### config.mk
export PLATFORM = sky130hd
export DESIGN_NAME = delay_tap_monitor
export DESIGN_NICKNAME = d
export VERILOG_FILES = /design/src/rtl/delay_tap_monitor.sv
export SDC_FILE = /design/constraint.sdc
export NUM_CORES = 1
export LEC_CHECK = 0
export CAP_MARGIN = 0
export CORE_ASPECT_RATIO = 0.8
export CORE_MARGIN = 4
export CORE_UTILIZATION = 30
export CTS_BUF_LIST = sky130_fd_sc_hd__clkbuf_2
export CTS_CLUSTER_DIAMETER = 120
export CTS_CLUSTER_SIZE = 28
export DETAILED_ROUTE_END_ITERATION = 10
export SYNTH_ARGS = -nofsm -noshare
export SYNTH_HDL_FRONTEND = slang
export SYNTH_SLANG_ARGS = --single-unit
### constraint.sdc
create_clock -name clk -period 11.1 [get_ports clk]
set_clock_uncertainty 0.2 [all_clocks]
set_input_delay 1.665 -clock clk [delete_from_list [all_inputs] [get_ports clk]]
set_output_delay 1.665 -clock clk [all_outputs]
set_load 0.005 [all_outputs]
### src/rtl/delay_tap_monitor.sv
// rtl/delay_tap_monitor.sv - delay-chain launch/capture controller with averaged tap-count output

module tap_popcount #(
  parameter int W  = 101,
  parameter int CW = 7
) (
  input  logic [W-1:0]  bits,
  output logic [CW-1:0] count
);
  always_comb begin
    count = '0;
    for (int i = 0; i < W; i++) begin
      count = count + CW'(bits[i]);
    end
  end
endmodule

module tap_bubble_detect #(
  parameter int W = 101
) (
  input  logic [W-1:0] bits,
  output logic         bubble
);
  // A set bit directly above a clear bit breaks the thermometer code.
  assign bubble = |(bits[W-1:1] & ~bits[W-2:0]);
endmodule

module delay_tap_monitor #(
  parameter int TAPS     = 101,
  parameter int CNT_W    = 7,
  parameter int AVG_LOG2 = 4,
  parameter int SETTLE   = 8
) (
  input  logic                      clk,
  input  logic                      rst_n,
  input  logic                      start,
  output logic                      launch,
  input  logic [TAPS-1:0]           taps,
  output logic                      busy,
  output logic                      out_valid,
  input  logic                      out_ready,
  output logic [CNT_W+AVG_LOG2-1:0] sum,
  output logic [CNT_W-1:0]          avg,
  output logic                      bubble_err
);
  localparam int AW  = CNT_W + AVG_LOG2;
  localparam int SCW = (SETTLE > 1) ? $clog2(SETTLE) : 1;
  localparam int NS  = 1 << AVG_LOG2;
  localparam logic [SCW-1:0]      SETTLE_LOAD = SCW'(SETTLE - 1);
  localparam logic [AVG_LOG2:0]   LAST_SAMPLE = (AVG_LOG2 + 1)'(NS - 1);

  typedef enum logic [2:0] {
    IDLE = 3'd0,
    ARM  = 3'd1,
    FIRE = 3'd2,
    CAP  = 3'd3,
    ACC  = 3'd4,
    DONE = 3'd5
  } state_t;

  state_t state, next_state;

  logic [SCW-1:0]    settle_cnt;
  logic [AVG_LOG2:0] sample_cnt;
  logic [AW-1:0]     acc;
  logic              bub_acc;
  logic [TAPS-1:0]   tap_q, tap_q2;
  logic [CNT_W-1:0]  pop;
  logic              snap_bubble;

  tap_popcount #(.W(TAPS), .CW(CNT_W)) u_popcount (
    .bits  (tap_q2),
    .count (pop)
  );

  tap_bubble_detect #(.W(TAPS)) u_bubble (
    .bits   (tap_q2),
    .bubble (snap_bubble)
  );

  always_ff @(posedge clk or negedge rst_n) begin
    if (!rst_n) begin
      state <= IDLE;
    end else begin
      state <= next_state;
    end
  end

  always_comb begin
    next_state = state;
    case (state)
      IDLE: if (start) next_state = ARM;
      ARM:  if (settle_cnt == '0) next_state = FIRE;
      FIRE: next_state = CAP;
      CAP:  next_state = ACC;
      ACC:  next_state = (sample_cnt == LAST_SAMPLE) ? DONE : ARM;
      DONE: if (out_valid && out_ready) next_state = IDLE;
      default: next_state = IDLE;
    endcase
  end

  // launch is registered so the tap capture lands exactly one period after it rises.
  always_ff @(posedge clk or negedge rst_n) begin
    if (!rst_n) begin
      launch     <= 1'b0;
      busy       <= 1'b0;
      out_valid  <= 1'b0;
      sum        <= '0;
      avg        <= '0;
      bubble_err <= 1'b0;
      settle_cnt <= '0;
      sample_cnt <= '0;
      acc        <= '0;
      bub_acc    <= 1'b0;
      tap_q      <= '0;
      tap_q2     <= '0;
    end else begin
      launch <= (next_state == FIRE);
      case (state)
        IDLE: begin
          if (start) begin
            acc        <= '0;
            sample_cnt <= '0;
            bub_acc    <= 1'b0;
            settle_cnt <= SETTLE_LOAD;
            busy       <= 1'b1;
          end
        end
        ARM: begin
          if (settle_cnt != '0) settle_cnt <= settle_cnt - 1'b1;
        end
        FIRE: tap_q  <= taps;
        CAP:  tap_q2 <= tap_q;
        ACC: begin
          acc        <= acc + AW'(pop);
          bub_acc    <= bub_acc | snap_bubble;
          sample_cnt <= (sample_cnt == LAST_SAMPLE) ? '0 : sample_cnt + 1'b1;
          settle_cnt <= SETTLE_LOAD;
        end
        DONE: begin
          // Results latch once on arrival and then hold through the handshake.
          if (!out_valid) begin
            sum        <= acc;
            avg        <= acc[AW-1:AVG_LOG2];
            bubble_err <= bub_acc;
            out_valid  <= 1'b1;
            busy       <= 1'b0;
          end else if (out_ready) begin
            out_valid <= 1'b0;
          end
        end
        default: ;
      endcase
    end
  end
endmodule

### After elaboration in Yosys (flattened, before gate mapping)

Index checks and enable logic that the tools add are counted.

* $add $sub $neg: 103
* equality and inequality tests: 10
* mux-type cells: 20
* bitwise gates (word level): 4
* reductions and logical operators: 12

Operators with widths (count)
* $add 7x1->7: 99
* $and 100x100->100: 1
* $not 100->100: 1
* $reduce_or 100->1: 1
* $pmux 11 s2: 1
* $mux 3: 6
* $pmux 3 s6: 1
* $add 11x7->11: 1
* $mux 11: 1
* $mux 5: 2
* $pmux 5 s2: 1
* $eq 3x2->1 const B: 3
* $pmux 3 s3: 1
* $eq 3x3->1 const B: 2
* $logic_not 3->1: 2
* $ne 2x2->1 const B: 3
* $reduce_and 3->1: 2
* $reduce_bool 3->1: 2
* $add 5x1->5 const B: 1
* $eq 5x4->1 const B: 1
* $mux 1: 5
* $pmux 1 s2: 2
* $reduce_and 2->1: 2
* $reduce_bool 2->1: 2
* 6 further kinds: 6

* bits in registers: 247
* input port bits: 105
* output and inout port bits: 22
* word-level logic and storage cells: 162

### Logic depth before layout (Yosys ltp)

* depth in word-level cells: 102
* gate-level depth with buffers: 29
* depth with buffers taken out: 29

### Cells and area by module

A second synthesis with hierarchy kept.

* cell total of the unflattened synthesis: 1015
* area, all modules: 13220.2 um^2

Modules (own cells, without submodules)
* delay_tap_monitor: instances 1, cells an instance 613, area an instance 9843.2 um^2
* tap_popcount: instances 1, cells an instance 282, area an instance 2805.2 um^2
* tap_bubble_detect: instances 1, cells an instance 120, area an instance 571.8 um^2

### Least setup slack after synthesis

Ideal clock, no wire load.

* path type: register to register
* start point: register tap_q2[1]
* end point: register acc[6]
* arrival time: 7.448 ns
* required time: 10.778 ns
* setup slack: 3.331 ns
* stages on the path, launching flop included: 24
* path buffers: 0
* clock period less this slack: 7.769 ns
* cells stage by stage: dfrtp_1 > ha_1 > inv_1 > fa_1 > fa_1 > inv_1 > fa_1 > fa_1 > fa_1 > fa_1 > fa_1 > fa_1 > inv_1 > fa_1 > inv_1 > ha_1 > nor2b_1 > o21ai_0 > a21boi_0 > or4b_1 > nand3_1 > ha_1 > or4_1 > a32o_1

* word-level cells in the longest chain between the ends: 102

RTL lines
* from (decl): RTL line 67 `logic [TAPS-1:0] tap_q, tap_q2;`
* from (signal assigned): RTL line 133 `CAP: tap_q2 <= tap_q;`
* $add 1x1->2: RTL line 13 `count = count + CW'(bits[i]);`
* $add 7x1->7 (99 in series): RTL line 13
* $add 11x7->11: RTL line 135 `acc <= acc + AW'(pop);`
* $pmux 11 s2: RTL line 119 `case (state)`
* to (signal assigned): RTL line 135
* to (decl): RTL line 65 `logic [AW-1:0] acc;`

Every way passes these cells.
A chain may end at the register's enable or synchronous reset.

### Worst setup path in the final report

* start point: register tap_q2[54]
* end point: register acc[6]

* word-level cells in the longest chain between the ends: 49

RTL lines (RTL line)
* $add 7x1->7 (47 in series): 13
* $add 11x7->11: 135
* $pmux 11 s2: 119

Every way passes these cells.

==> out/qor.tcl <==
set qor(worst_path_dominant_cell_family) {adder cells}
set qor(synth_largest_area_cell) {sky130_fd_sc_hd__dfrtp_1}
set qor(place.port_buffers) 126
set qor(drt_first_pass_iters) 6
set qor(pins_over_slew_limit) 0
set qor(globalRouteOverflowTotal) 0
set qor(finalHoldViolCount) 0
set qor(gpl.final_weighted_congestion) 0.947
set qor(synth.lib_cells_used.distinct) 52
set qor(cts_setup_buffers) 0
set qor(yosys-top-cells-area) {sky130_fd_sc_hd__dfrtp_1 47%, sky130_fd_sc_hd__mux2_2 19%, sky130_fd_sc_hd__fa_1 14%, sky130_fd_sc_hd__inv_1 4.6%, sky130_fd_sc_hd__ha_1 2.9%}
set qor(start_kind) {flip-flop}
set qor(path_class) {reg -> reg}
set qor(place_hpwl_um) 24000
set qor(maxSlewHeadroom_pct) 34.1
set qor(syn_std_cell_area_mm2) 0.0128
set qor(ys_async_sr_fraction_pct) 100
set qor(post_synth_xor_area_fraction_pct) 0.343
set qor(synthesis_stage_register_bit_count) 240
set qor(numCtsBuffers) 12
set qor(die_w_um) 239
set qor(clock_slew_seen_by_the_registers_of_the_worst_setup_and_hold_paths_ns) 0.51
set qor(grt_usage_pct) 13.3
set qor(fmax_mhz) 123
set qor(area_of_the_placeable_core_mm2) 0.0420
set qor(clock_sinks) 240
set qor(shortest_period_the_worst_path_allows_ns) 8.12
set qor(synth_mux_area_share_pct) 19.4
set qor(cts.root.buffer_cell) {sky130_fd_sc_hd__clkbuf_2}
set qor(seq_area_frac_synth_pct) 47.0
set qor(initial_standard_cell_utilization_of_the_core_pct) 30.4
set qor(syn2layout_area_growth_pct) 14.4
set qor(synth_fp_nets) 1223
set qor(grt_pass1_wl_um) 47700
set qor(num_rows) 67
set qor(critical_path.slowest_cell) {sky130_fd_sc_hd__fa_1}
set qor(post_synthesis_instance_total) 998
set qor(ctsHoldBuffers) 0
set qor(r2r_startpoint) {tap_q2[54]$_DFFE_PN0N_}
set qor(critPathBufInv) 6
set qor(htreeDepth) 1
set qor(setup_total_negative_slack_ns) 0
set qor(route.detailed.vias_per_inst) 4.60
set qor(critical-path-top-cell-by-count) {sky130_fd_sc_hd__fa_1}
set qor(final_net_count) 1331
set qor(synth_flop_cell) {sky130_fd_sc_hd__dfrtp_1}
set qor(simple_gate_share_of_the_synthesized_area_pct) 5.17
set qor(drt_iter0_markers) 540
set qor(worst_setup_path_startpoint) {tap_q2[54]$_DFFE_PN0N_}
set qor(timing.final.crit_share_pct) 73.1
set qor(ctsLongestPathBuffers) 3
set qor(yosys_warnings) 0
set qor(antenna_left) 0
set qor(tritoncts) {yes}
set qor(max_slew.worst_pin.slew_ns) 0.985
set qor(endpoint_kind) {flip-flop}
set qor(layout-drive-gt1-share_pct) 22.0
set qor(worstPathArrival_ns) 8.86
set qor(routedWlPerCell_um) 18.4
set qor(synth_top_area_share_pct) 47.0
set qor(post-place-cells) 1644
set qor(route.final.wire_length_um) 30700
set qor(ios) 127
set qor(unrepaired_setup_endpoints_after_global_routing) {false}
set qor(setup_viol) 0
set qor(syn_avg_cell_area_um2) 12.8
set qor(dieArea_mm2) 0.0460
set qor(num_vias) 7652
set qor(synth_adder_area_share_pct) 17.0
set qor(chipHeight_um) 193
set qor(synth-compound-area-share_pct) 4.42
set qor(post_cts_resize_count) 0
set qor(status) {complete, no violations}
set qor(worst_ep_required_time_ns) 11.84
set qor(hold_path_startpoint) {settle_cnt[0]$_DFFE_PN0P_}
set qor(grt_antenna_before_repair) 1
set qor(count_of_flip_flops_with_a_built_in_enable_after_synthesis) 0
set qor(critical_path_peak_fanout) 5
set qor(timing.hold.worst.class) {reg -> reg}
set qor(critical-path-max-stage-delay_ns) 0.60
set qor(worst_skew_pair.late_latency_ns) 0.95
set qor(max-cap-violations) 0
set qor(remaining_drc_errors) 0
set qor(final_cell_count_no_fill) 1662
set qor(maximum_number_of_pins_on_one_net_before_global_route_repair) 103
set qor(vias_in_the_first_global_route) 7931
set qor(synth_top_family_by_area) {multiplexers}
metal layers:
layer	GRT usage, %	vias to the layer above	share of wire [%]
met3	2.73	27	6.0
li1	-	3519	-
met4	2.45	0	1.7
met1	21.1	3926	51
met2	18.8	180	41
met5	0	-	0
final timing paths:
| check | to | slack (ns) | depth (start not counted) |
|---|---|---|---|
| min in group asynchronous | tap_q[84]$_DFFE_PN0P_ | 0.44 | 1 |
| worst min register to register | settle_cnt[0]$_DFFE_PN0P_ | 0.28 | 1 |
| worst max-delay path | acc[6]$_DFFE_PN0P_ | 2.98 | 26 |
| worst min-delay path | settle_cnt[0]$_DFFE_PN0P_ | 0.28 | 1 |
| worst max register to register | acc[6]$_DFFE_PN0P_ | 2.98 | 26 |
| max in group asynchronous | tap_q[33]$_DFFE_PN0P_ | 8.79 | 2 |
area by class of cell:
class                   instances  area [um^2]
inverters                     156          586
flip-flops and latches        240         6010
diodes                          3         7.51
fillers                      4124        27400
repair buffers                131         1300
multi-input cells             565         5940
clock buffers                  13         65.1
clock inverters                 2         16.3
well taps                     552          691
synthesized netlist by cell type, types with 3 or more instances:
cell type,number
sky130_fd_sc_hd__nor2b_1,25
sky130_fd_sc_hd__buf_6,9
sky130_fd_sc_hd__buf_2,18
sky130_fd_sc_hd__nor2_1,16
sky130_fd_sc_hd__inv_1,156
sky130_fd_sc_hd__nand3_1,10
sky130_fd_sc_hd__nor3_1,6
sky130_fd_sc_hd__o21ai_0,42
sky130_fd_sc_hd__ha_1,30
sky130_fd_sc_hd__fa_1,90
sky130_fd_sc_hd__o31ai_1,3
sky130_fd_sc_hd__o22ai_1,3
sky130_fd_sc_hd__nand2_1,41
sky130_fd_sc_hd__mux2i_1,6
sky130_fd_sc_hd__a21oi_1,15
sky130_fd_sc_hd__clkbuf_1,3
sky130_fd_sc_hd__a2111oi_0,7
sky130_fd_sc_hd__buf_4,7
sky130_fd_sc_hd__nand4_1,11
sky130_fd_sc_hd__mux2_2,215
sky130_fd_sc_hd__dfrtp_1,240
sky130_fd_sc_hd__or4_1,4
sky130_fd_sc_hd__xnor2_1,3
worst register-to-register path, delay by kind of cell (launching register included):
kind | cells | cell delay (ns)
AO/OA/AOI/OAI | 6 | 1.07
AND/OR/NAND/NOR | 2 | 0.57
buffers and inverters | 6 | 0.33
flip-flops | 1 | 0.55
XOR/XNOR | 1 | 0.15
adder cells (fa/ha/maj) | 11 | 5.24
state kept, by name (all words and copies together), names as in the netlist:
| name | cells |
|---|---|
| tap_q | 101 |
| state | 3 |
| acc | 11 |
| tap_q2 | 101 |
| sample_cnt | 5 |
| out_valid | 1 |
| busy | 1 |
| launch | 1 |
| bub_acc | 1 |
| settle_cnt | 3 |
| sum | 11 |
| bubble_err | 1 |
cells by family (layout without fill, tap and decap cells):
group                    count (synthesis)  count (layout)
flip-flops                             240             240
multiplexers                           221             221
buffers and inverters                  193             302
AND/OR/NAND/NOR                        128             128
adder cells (fa/ha/maj)                120             120
AO/OA/AOI/OAI                           91              91
XOR/XNOR                                 5               5
other                                    0               3
placed cells by master (no fill, tap or decap), types with 2 or more instances in the layout:
master	netlist	final
sky130_fd_sc_hd__dfrtp_1	240	240
sky130_fd_sc_hd__mux2_2	215	215
sky130_fd_sc_hd__inv_1	156	156
sky130_fd_sc_hd__clkdlybuf4s50_1	0	125
sky130_fd_sc_hd__fa_1	90	90
sky130_fd_sc_hd__o21ai_0	42	42
sky130_fd_sc_hd__nand2_1	41	40
sky130_fd_sc_hd__ha_1	30	30
sky130_fd_sc_hd__nor2b_1	25	25
sky130_fd_sc_hd__nor2_1	16	16
sky130_fd_sc_hd__a21oi_1	15	15
sky130_fd_sc_hd__clkbuf_2	0	13
sky130_fd_sc_hd__nand4_1	11	11
sky130_fd_sc_hd__nand3_1	10	10
sky130_fd_sc_hd__a2111oi_0	7	7
sky130_fd_sc_hd__mux2i_1	6	6
sky130_fd_sc_hd__nor3_1	6	6
sky130_fd_sc_hd__buf_4	7	5
sky130_fd_sc_hd__or4_1	4	4
sky130_fd_sc_hd__diode_2	0	3
sky130_fd_sc_hd__xnor2_1	3	3
sky130_fd_sc_hd__o31ai_1	3	3
sky130_fd_sc_hd__o22ai_1	3	3
sky130_fd_sc_hd__or2_2	2	2
sky130_fd_sc_hd__a222oi_1	2	2
sky130_fd_sc_hd__nand2b_1	2	2
sky130_fd_sc_hd__a31oi_1	2	2
sky130_fd_sc_hd__a22o_1	2	2
sky130_fd_sc_hd__xor2_1	2	2
sky130_fd_sc_hd__a22oi_1	2	2
sky130_fd_sc_hd__nor4_1	2	2
stage by stage:
stage / setup WS [ns] / hold slack [ns] / area [um^2] / util, %
floorplan: 3.33 / 0.240 / 12800 / -
global placement: 3.11 / 0.256 / 14500 / 34.6
detailed placement: 2.94 / 0.261 / 14500 / 34.6
CTS: 2.90 / 0.285 / 14600 / 34.8
global route: 2.59 / 0.312 / 14600 / 34.8
finish: 2.98 / 0.280 / 14600 / 34.8
Power is left out: the tool's default activity adds up to more than one toggle a clock period on the data nets, which glitch-free logic cannot reach.
